==> config.mk <==
export PLATFORM = sky130hd
export DESIGN_NAME = serial_link_master
export DESIGN_NICKNAME = d
export VERILOG_FILES = /design/src/rtl/serial_link_master.sv
export SDC_FILE = /design/constraint.sdc
export NUM_CORES = 1
export LEC_CHECK = 0
export BUFFER_PORTS_ARGS = -buffer_cell sky130_fd_sc_hd__buf_4
export CORE_ASPECT_RATIO = 0.8
export CORE_MARGIN = 2
export CORE_UTILIZATION = 65
export DETAILED_ROUTE_END_ITERATION = 8
export HOLD_SLACK_MARGIN = 0.08
export PLACE_DENSITY = 0.83
export SYNTH_ARGS = -nofsm -noshare
export SYNTH_HDL_FRONTEND = slang
export SYNTH_SLANG_ARGS = --single-unit
==> constraint.sdc <==
create_clock -name clk_board -period 9.4 [get_ports clk_board]
set_clock_uncertainty 0.1 [all_clocks]
set_input_delay 1.88 -clock clk_board [delete_from_list [all_inputs] [get_ports clk_board]]
set_output_delay 1.88 -clock clk_board [all_outputs]
set_load 0.01 [all_outputs]
==> src/rtl/serial_link_master.sv <==
// rtl/serial_link_master.sv - board-side sequencer for the 4-slot serial register bridge (optional LINK_AUTORUN_EN adds auto_run)
module serial_link_master #(
  parameter int SLOTS  = 4,
  parameter int WORD_W = 32,
  parameter int DIV_W  = 8,
  localparam int SLOT_W = $clog2(SLOTS),
  localparam int BIT_W  = $clog2(WORD_W)
) (
  input  logic              clk_board,
  input  logic              sys_reset_n,
  input  logic              start,
  input  logic [DIV_W-1:0]  div,
  input  logic              tx_wr_en,
  input  logic [SLOT_W-1:0] tx_wr_slot,
  input  logic [WORD_W-1:0] tx_wr_data,
  input  logic [SLOT_W-1:0] rx_rd_slot,
  output logic [WORD_W-1:0] rx_rd_data,
  output logic              busy,
  output logic              done,
  output logic [15:0]       frame_cnt,
  output logic              link_clk,
  output logic              link_sync_en,
  output logic              link_dout,
  input  logic              link_din
`ifdef LINK_AUTORUN_EN
  ,
  input  logic              auto_run
`endif
);

  typedef enum logic [2:0] {IDLE, SYNC, SHIFT, COMMIT, FINISH} state_t;

  localparam logic [SLOT_W-1:0] LAST_WIN = SLOT_W'(SLOTS - 1);
  localparam logic [BIT_W-1:0]  LAST_BIT = BIT_W'(WORD_W - 1);

  state_t                         state;
  logic [SLOTS-1:0][WORD_W-1:0]   tx_buf;
  logic [SLOTS-1:0][WORD_W-1:0]   tx_shadow;
  logic [SLOTS-1:0][WORD_W-1:0]   rx_shadow;
  logic [SLOTS-1:0][WORD_W-1:0]   rx_buf;
  logic [DIV_W-1:0]               div_q;
  logic [DIV_W-1:0]               div_cnt;
  logic [BIT_W-1:0]               bit_cnt;
  logic [SLOT_W-1:0]              win_cnt;
  logic [BIT_W-1:0]               next_bit;
  logic [SLOT_W-1:0]              nxt_slot;
  logic                           chain;

`ifdef LINK_AUTORUN_EN
  assign chain = auto_run;
`else
  assign chain = 1'b0;
`endif

  // The peripheral advances its slot only after a full word, so window s carries slot s+1.
  assign nxt_slot   = win_cnt + 1'b1;
  assign next_bit   = bit_cnt + 1'b1;
  assign rx_rd_data = rx_buf[rx_rd_slot];

  // Board-side tx staging buffer, writable at any time.
  always_ff @(posedge clk_board or negedge sys_reset_n) begin
    if (!sys_reset_n) begin
      tx_buf <= '0;
    end else if (tx_wr_en) begin
      tx_buf[tx_wr_slot] <= tx_wr_data;
    end
  end

  // Frame sequencer: link clock divider, framing, shift-out and sample-in.
  always_ff @(posedge clk_board or negedge sys_reset_n) begin
    if (!sys_reset_n) begin
      state        <= IDLE;
      busy         <= 1'b0;
      done         <= 1'b0;
      frame_cnt    <= '0;
      link_clk     <= 1'b0;
      link_sync_en <= 1'b0;
      link_dout    <= 1'b0;
      tx_shadow    <= '0;
      rx_shadow    <= '0;
      rx_buf       <= '0;
      div_q        <= '0;
      div_cnt      <= '0;
      bit_cnt      <= '0;
      win_cnt      <= '0;
    end else begin
      case (state)
        IDLE: begin
          done <= 1'b0;
          if (start) begin
            state        <= SYNC;
            busy         <= 1'b1;
            tx_shadow    <= tx_buf;
            div_q        <= div;
            div_cnt      <= '0;
            bit_cnt      <= '0;
            win_cnt      <= '0;
            link_clk     <= 1'b0;
            link_sync_en <= 1'b1;
            link_dout    <= 1'b0;
          end
        end
        FINISH: begin
          done <= 1'b0;
          // A chained frame uses this cycle as the first low cycle of its leading SYNC.
          if (busy) begin
            state <= SYNC;
            if (div_cnt == div_q) begin
              div_cnt  <= '0;
              link_clk <= 1'b1;
            end else begin
              div_cnt <= div_cnt + 1'b1;
            end
          end else begin
            state <= IDLE;
          end
        end
        default: begin
          if (div_cnt != div_q) begin
            div_cnt <= div_cnt + 1'b1;
          end else begin
            div_cnt <= '0;
            if (!link_clk) begin
              link_clk <= 1'b1;
            end else begin
              // Last cycle of the high phase: sample link_din and set up the next period.
              link_clk <= 1'b0;
              case (state)
                SYNC: begin
                  rx_shadow[win_cnt][0] <= link_din;
                  state        <= SHIFT;
                  bit_cnt      <= '0;
                  link_sync_en <= 1'b0;
                  link_dout    <= tx_shadow[nxt_slot][0];
                end
                SHIFT: begin
                  if (bit_cnt != LAST_BIT) begin
                    rx_shadow[win_cnt][next_bit] <= link_din;
                    bit_cnt   <= next_bit;
                    link_dout <= tx_shadow[nxt_slot][next_bit];
                  end else begin
                    bit_cnt      <= '0;
                    link_dout    <= 1'b0;
                    link_sync_en <= 1'b1;
                    if (win_cnt != LAST_WIN) begin
                      win_cnt <= win_cnt + 1'b1;
                      state   <= SYNC;
                    end else begin
                      win_cnt <= '0;
                      state   <= COMMIT;
                    end
                  end
                end
                default: begin
                  state     <= FINISH;
                  done      <= 1'b1;
                  rx_buf    <= rx_shadow;
                  frame_cnt <= frame_cnt + 1'b1;
                  link_dout <= 1'b0;
                  if (chain) begin
                    busy         <= 1'b1;
                    tx_shadow    <= tx_buf;
                    div_q        <= div;
                    link_sync_en <= 1'b1;
                  end else begin
                    busy         <= 1'b0;
                    link_sync_en <= 1'b0;
                  end
                end
              endcase
            end
          end
        end
      endcase
    end
  end

endmodule

* Word level (Yosys, flattened, before mapping)
Index checks and enable logic that the tools add are counted.
Cells by class: add/sub/neg operators 4, order comparisons 8, equal/unequal tests 19, mux-type cells 70, bitwise gates (word level) 4, reductions and logical operators 24
Operators with widths (number):
- bitwise mux 128 bit | 3
- one-hot mux 128 bit (2 select lines) | 1
- demux 32 bit (select 2 bit) | 3
- binary-select mux 32 bit (select 2 bit) | 2
- 2-to-1 mux 128 bit | 1
- 2-to-1 mux 32 bit | 4
- 2-to-1 mux 8 bit | 4
- 2-to-1 mux 1 bit | 24
- 2-to-1 mux 5 bit | 4
- one-hot mux 5 bit (2 select lines) | 2
- AND reduction 5 bit | 4
- adder 16 x 1 -> 16 bit, second input constant | 1
- one-hot mux 8 bit (2 select lines) | 1
- AND reduction 4 bit | 4
- 2-to-1 mux 2 bit | 7
- != test 2 bit, second input constant | 7
- < comparator 2 x 3 -> 1 bit, second input constant | 4
- 2-to-1 mux 3 bit | 4
- one-hot mux 3 bit (2 select lines) | 2
- one-hot mux 1 bit (2 select lines) | 5
- adder 8 x 1 -> 8 bit, second input constant | 1
- == test 8 bit | 1
- != test 8 bit | 1
- nonzero test 2 bit | 4
- other kinds (24) | 35
Word-level totals: register bits after elaboration 559, input bits 49, output and inout bits 53

* Logic depth before layout (Yosys ltp)
depth after elaboration 10, depth in mapped cells 12, gate-level depth less buffers 8

* Worst setup path after synthesis
OpenSTA, ideal clock, no wires.
path type input port to output port, start input port rx_rd_slot[0], end output port rx_rd_data[10], arrival time 3.240 ns, data required time 7.420 ns, setup slack 4.180 ns, stages 3, path through clkbuf_1 -> buf_1 -> mux4_2
Between the ends: longest elaborated chain between the ends 2
RTL lines:
- from (decl) | RTL line 16 | input logic [SLOT_W-1:0] rx_rd_slot,
- binary-select mux 32 bit (select 2 bit) | RTL line 58 | assign rx_rd_data = rx_buf[rx_rd_slot];
- 2-to-1 mux 32 bit (not written as such) | RTL line 58
- to (decl) | RTL line 17 | output logic [WORD_W-1:0] rx_rd_data,
No other way between the ends. The select of a mux whose other input is x is not followed.

* Worst setup path after layout
start input port rx_rd_slot[0], end output port rx_rd_data[5]
Same word-level chain as after synthesis.

==> qor_table.md <==
| Parameter | Value | Unit |
|---|---|---|
| Effective utilization at floorplan | 65.53 | % |
| Number of buffer cells added on primary ports | 101 | - |
| Standard-cell rows | 63 | - |
| Mean instance size in the synthesized netlist | 12.45 | um2 |
| Family of cells with the greatest summed delay on the critical path | buffers and inverters | - |
| Via count of the first global-routing pass | 15890 | - |
| Via-to-Cell Ratio | 6.108 | - |
| Worst hold path type | reg -> reg | - |
| Kind of start point of the critical path | input pin | - |
| Die span in x | 219.6 | um |
| Register-to-register path setup slack | 5280 | ps |
| Cell Chain, Critical Path | buf_4, mux4_2, buf_4 | - |
| Antenna-violating nets left | 0 | - |
| Cell type with the highest occurrence count on the critical path | buf_4 | - |
| Req. time, crit path | 7420 | ps |
| Arithmetic-cell share of the synthesized area counting full adders, half adders and majority gates | 0.6625 | % |
| Detailed-route via count | 15360 | - |
| Final Hold Fails | 0 | - |
| Tot Pwr | 7.162 | mW |
| Reg-to-reg startpoint | bit_cnt[0] | - |
| Root cell of the clock tree | clkbuf_16 | - |
| Number of setup violations in the final report | 0 | - |
| Number of enable-type register cells in the synthesized netlist | 0 | - |
| Power density normalized to cell area | 267.4 | nW/um2 |
| Area of the die | 38760 | um2 |
| First-pass GRT wire length | 86.26 | mm |
| Synth top area cells | dfrtp_1 (58%), mux2_2 (17%), nand2_1 (7.6%) | - |
| Core box area | 36890 | um2 |
| IR Drop Worst-Case VDD | 163.1 | uV |
| Clk_lat worst skew | 580 | ps |
| Post-Synth XOR/XNOR Area | 0.9420 | % |
| Count of hold-fix buffers inserted at cts | 0 | - |
| Count of cells resized by post-cts repair | 0 | - |
| I/O pins | 102 | - |
| Average wire per standard cell | 20.91 | um |
| Status | finished, final reports clean | - |
| Tmin final | 5163 | ps |
| Final nets | 2048 | - |
| Combinational family with the most area after synthesis | multiplexers | - |
| Pin count of the biggest net entering global routing | 129 | - |
| Unrepaired setup endpoints after global routing | no | - |
| Kind of critical path | in -> out | - |
| Number of antenna violations at the first check in global routing | 3 | - |
| Final weighted congestion of routability-driven global placement | 0.8256 | - |
| Fraction of synthesized area in multiplexers | 24.15 | % |
| Critical Path Start | rx_rd_slot[0] | - |
| Number of stages on the worst setup path | 3 | - |
| Htree depth | 2 | - |
| Final setup TNS | 0 | ps |
| Die boundary height | 176.5 | um |
| Layout cell share with drive strength beyond 1 | 31.95 | % |
| Area share of and/or/nand/nor cells after synthesis | 12.15 | % |
| DRT Wirelength | 52.60 | mm |
| Distinct cell type count of the synthesized netlist | 60 | - |
| Capture point of the worst path | rx_rd_data[5] | - |
| Violation count after the first detailed-routing iteration | 1237 | - |
| Cell area after technology mapping | 24170 | um2 |
| Total nets after synthesis | 2002 | - |
| Crit. End Element | output port | - |
| Final HPWL DP | 31.43 | mm |
| Number of cells on the worst reg-to-reg path | 8 | - |
| Sum of overflow across all layers after global routing | 0 | - |
| Static power due to leakage | 12.47 | nW |
| Worst Max-Slew Pin Slew | 1209 | ps |
| Drt drc | 0 | - |
| Count of pins over their slew limit | 0 | - |
| Inserted Clock Buffers | 52 | - |
| Primary FF master, synth | dfrtp_1 | - |
| Detailed-routing iteration count for the pre-antenna-repair pass | 5 | - |
| TritonCTS clock tree | built | - |
| Clock Pin Slew Worst Setup and Hold Paths | 60 | ps |
| Maximum fanout encountered on the critical timing path | 32 | - |
| CTS Sinks | 559 | - |
| Reported max-cap violation count | 0 | - |
| Remaining max-slew budget at the tightest pin | 19.40 | % |
| Largest area contributor in the netlist | dfrtp_1 | - |
| Crit path largest cell delay | 610 | ps |
| Share of the synthesized area in the top cell type | 57.87 | % |
| Endpoint of the lowest-slack register-to-register path | rx_shadow[51] | - |
| Seq cells post-synth | 559 | - |
| Synthesized netlist cell count | 1941 | - |
| Clk buf depth | 3 | - |
| Arrival time of the worst setup path | 3180 | ps |
| Fraction of the mapped netlist area in compound gates | 1.517 | % |
| Post-CTS Repair Setup Buffers | 0 | - |
| Total number of yosys warnings | 0 | - |
| Proportion of synthesized chip area in sequential cells | 57.87 | % |
| Master of the slowest instance on the critical path | mux4_2 | - |
| FFs w/ async S/R, synth | 100.0 | % |
| Area growth from synthesis to layout | 10.81 | % |
| F_max | 193.7 | MHz |
| Total routing resource utilization after global routing | 28.31 | % |
| Count of buffer and inverter cells on the critical path | 2 | - |
| Portion of the clock cycle consumed by the worst path in the final layout | 54.92 | % |
==> cell usage in the layout, fill, tap and decap left out, types with 3 or more instances in the layout <==
master / netlist / final
o22ai_1: 4 / 4
and4_1: 4 / 3
o21ai_0: 10 / 10
nand2b_1: 7 / 7
xnor2_1: 17 / 17
xor2_1: 9 / 9
clkbuf_16: 0 / 52
clkbuf_1: 67 / 14
mux2i_1: 6 / 6
nor3_1: 8 / 8
diode_2: 0 / 3
and2_1: 3 / 3
nor2_1: 22 / 21
nand3_1: 119 / 119
nand2_1: 488 / 488
a21oi_1: 8 / 8
clkinv_1: 3 / 3
mux4_2: 63 / 63
a22oi_1: 4 / 4
mux2_2: 358 / 358
o211ai_1: 3 / 3
and3_1: 10 / 7
dfrtp_1: 559 / 559
and3_2: 0 / 3
mux2_1: 29 / 29
nand4_1: 9 / 9
clkinv_2: 0 / 7
inv_1: 8 / 8
clkbuf_8: 0 / 15
buf_4: 14 / 124
a21oi_2: 4 / 4
nor2b_1: 3 / 3
o31ai_1: 3 / 3
ha_1: 12 / 11
==> kinds of logic (layout without fill, tap and decap cells) <==
family,count (synthesis),in the layout
simple gates,691,691
buf+inv,145,229
fa+ha+maj,13,13
other cells,0,3
compound gates,51,51
xor+xnor,26,26
flops,559,559
mux,456,456
==> worst min-delay path by stage <==
stage / end / cells after the start / from
6_report: tx_shadow[47] / 2 / tx_buf[47]
3_5_place_dp: tx_shadow[76] / 2 / tx_buf[76]
4_1_cts: tx_shadow[47] / 2 / tx_buf[47]
2_1_floorplan: tx_shadow[100] / 2 / tx_buf[100]
5_1_grt: tx_shadow[48] / 2 / tx_buf[48]
3_3_place_gp: tx_shadow[33] / 2 / tx_buf[33]
==> sequential cells by signal, indices dropped and copies added (netlist names), 2 cells and up <==
register   count
rx_buf       128
rx_shadow    128
tx_buf       128
tx_shadow    128
frame_cnt     16
div_cnt        8
div_q          8
bit_cnt        5
state          3
win_cnt        2
==> where the power goes <==
part	leakage, nW	internal (mW)	switching [mW]
Sequential	7.01	2.97	0.349
Clock	0.808	1.14	0.882
Combinational	4.65	0.827	0.994
Total	12.5	4.94	2.22
==> through the flow <==
step	util [%]	worst slack, ps	instance area (um2)	hold WS, ps	instances
after global placement	68.15	4243	25140	341.9	2420
after floorplan	-	4180	24170	333.1	1941
after detailed placement	68.15	4206	25140	347.6	2420
final	72.61	4237	26790	347.1	2515
after global routing	72.60	4130	26780	372.7	2513
after CTS	72.59	4202	26780	354.1	2512
==> tightest hold or removal path: stages (launching register included) <==
cell	delay [ps]
dfrtp_1	340
nand2_1	50
nand2_1	50
==> cells in the mapped netlist, types with 3 or more instances <==
| cell | count |
|---|---|
| buf_1 | 10 |
| and3_1 | 10 |
| xnor2_1 | 17 |
| ha_1 | 12 |
| buf_4 | 14 |
| clkbuf_1 | 67 |
| mux2_1 | 29 |
| mux4_2 | 63 |
| inv_1 | 8 |
| nand2_1 | 488 |
| o21ai_0 | 10 |
| o211ai_1 | 3 |
| buf_2 | 41 |
| nand3_1 | 119 |
| dfrtp_1 | 559 |
| nand4_1 | 9 |
| clkinv_1 | 3 |
| nor2_1 | 22 |
| mux2_2 | 358 |
| nor2b_1 | 3 |
| o22ai_1 | 4 |
| nand2b_1 | 7 |
| xor2_1 | 9 |
| a22oi_1 | 4 |
| nor3_1 | 8 |
| a21oi_1 | 8 |
| and4_1 | 4 |
| a21oi_2 | 4 |
| and2_1 | 3 |
| mux2i_1 | 6 |
| o31ai_1 | 3 |
==> layer usage <==
| metal | up-vias | part of all wire (%) | global-route usage (%) |
|---|---|---|---|
| met3 | 90 | 5.7 | 4.755 |
| met2 | 432 | 49 | 45.62 |
| li1 | 6778 | - | - |
| met1 | 8061 | 44 | 40.44 |
| met4 | 0 | 2.1 | 8.082 |
| met5 | - | 0 | 0 |
==> cell type report <==
| type | count | area, um2 |
|---|---|---|
| well taps | 487 | 609.3 |
| diodes | 3 | 7.507 |
| clock inverters | 11 | 76.32 |
| clock buffers | 81 | 1560 |
| multi-input cells | 1237 | 9553 |
| inverters | 12 | 45.04 |
| fillers | 2372 | 10100 |
| repair buffers | 125 | 945.9 |
| flip-flops and latches | 559 | 13990 |
No activity file was read; power rests on OpenSTA's default activity.
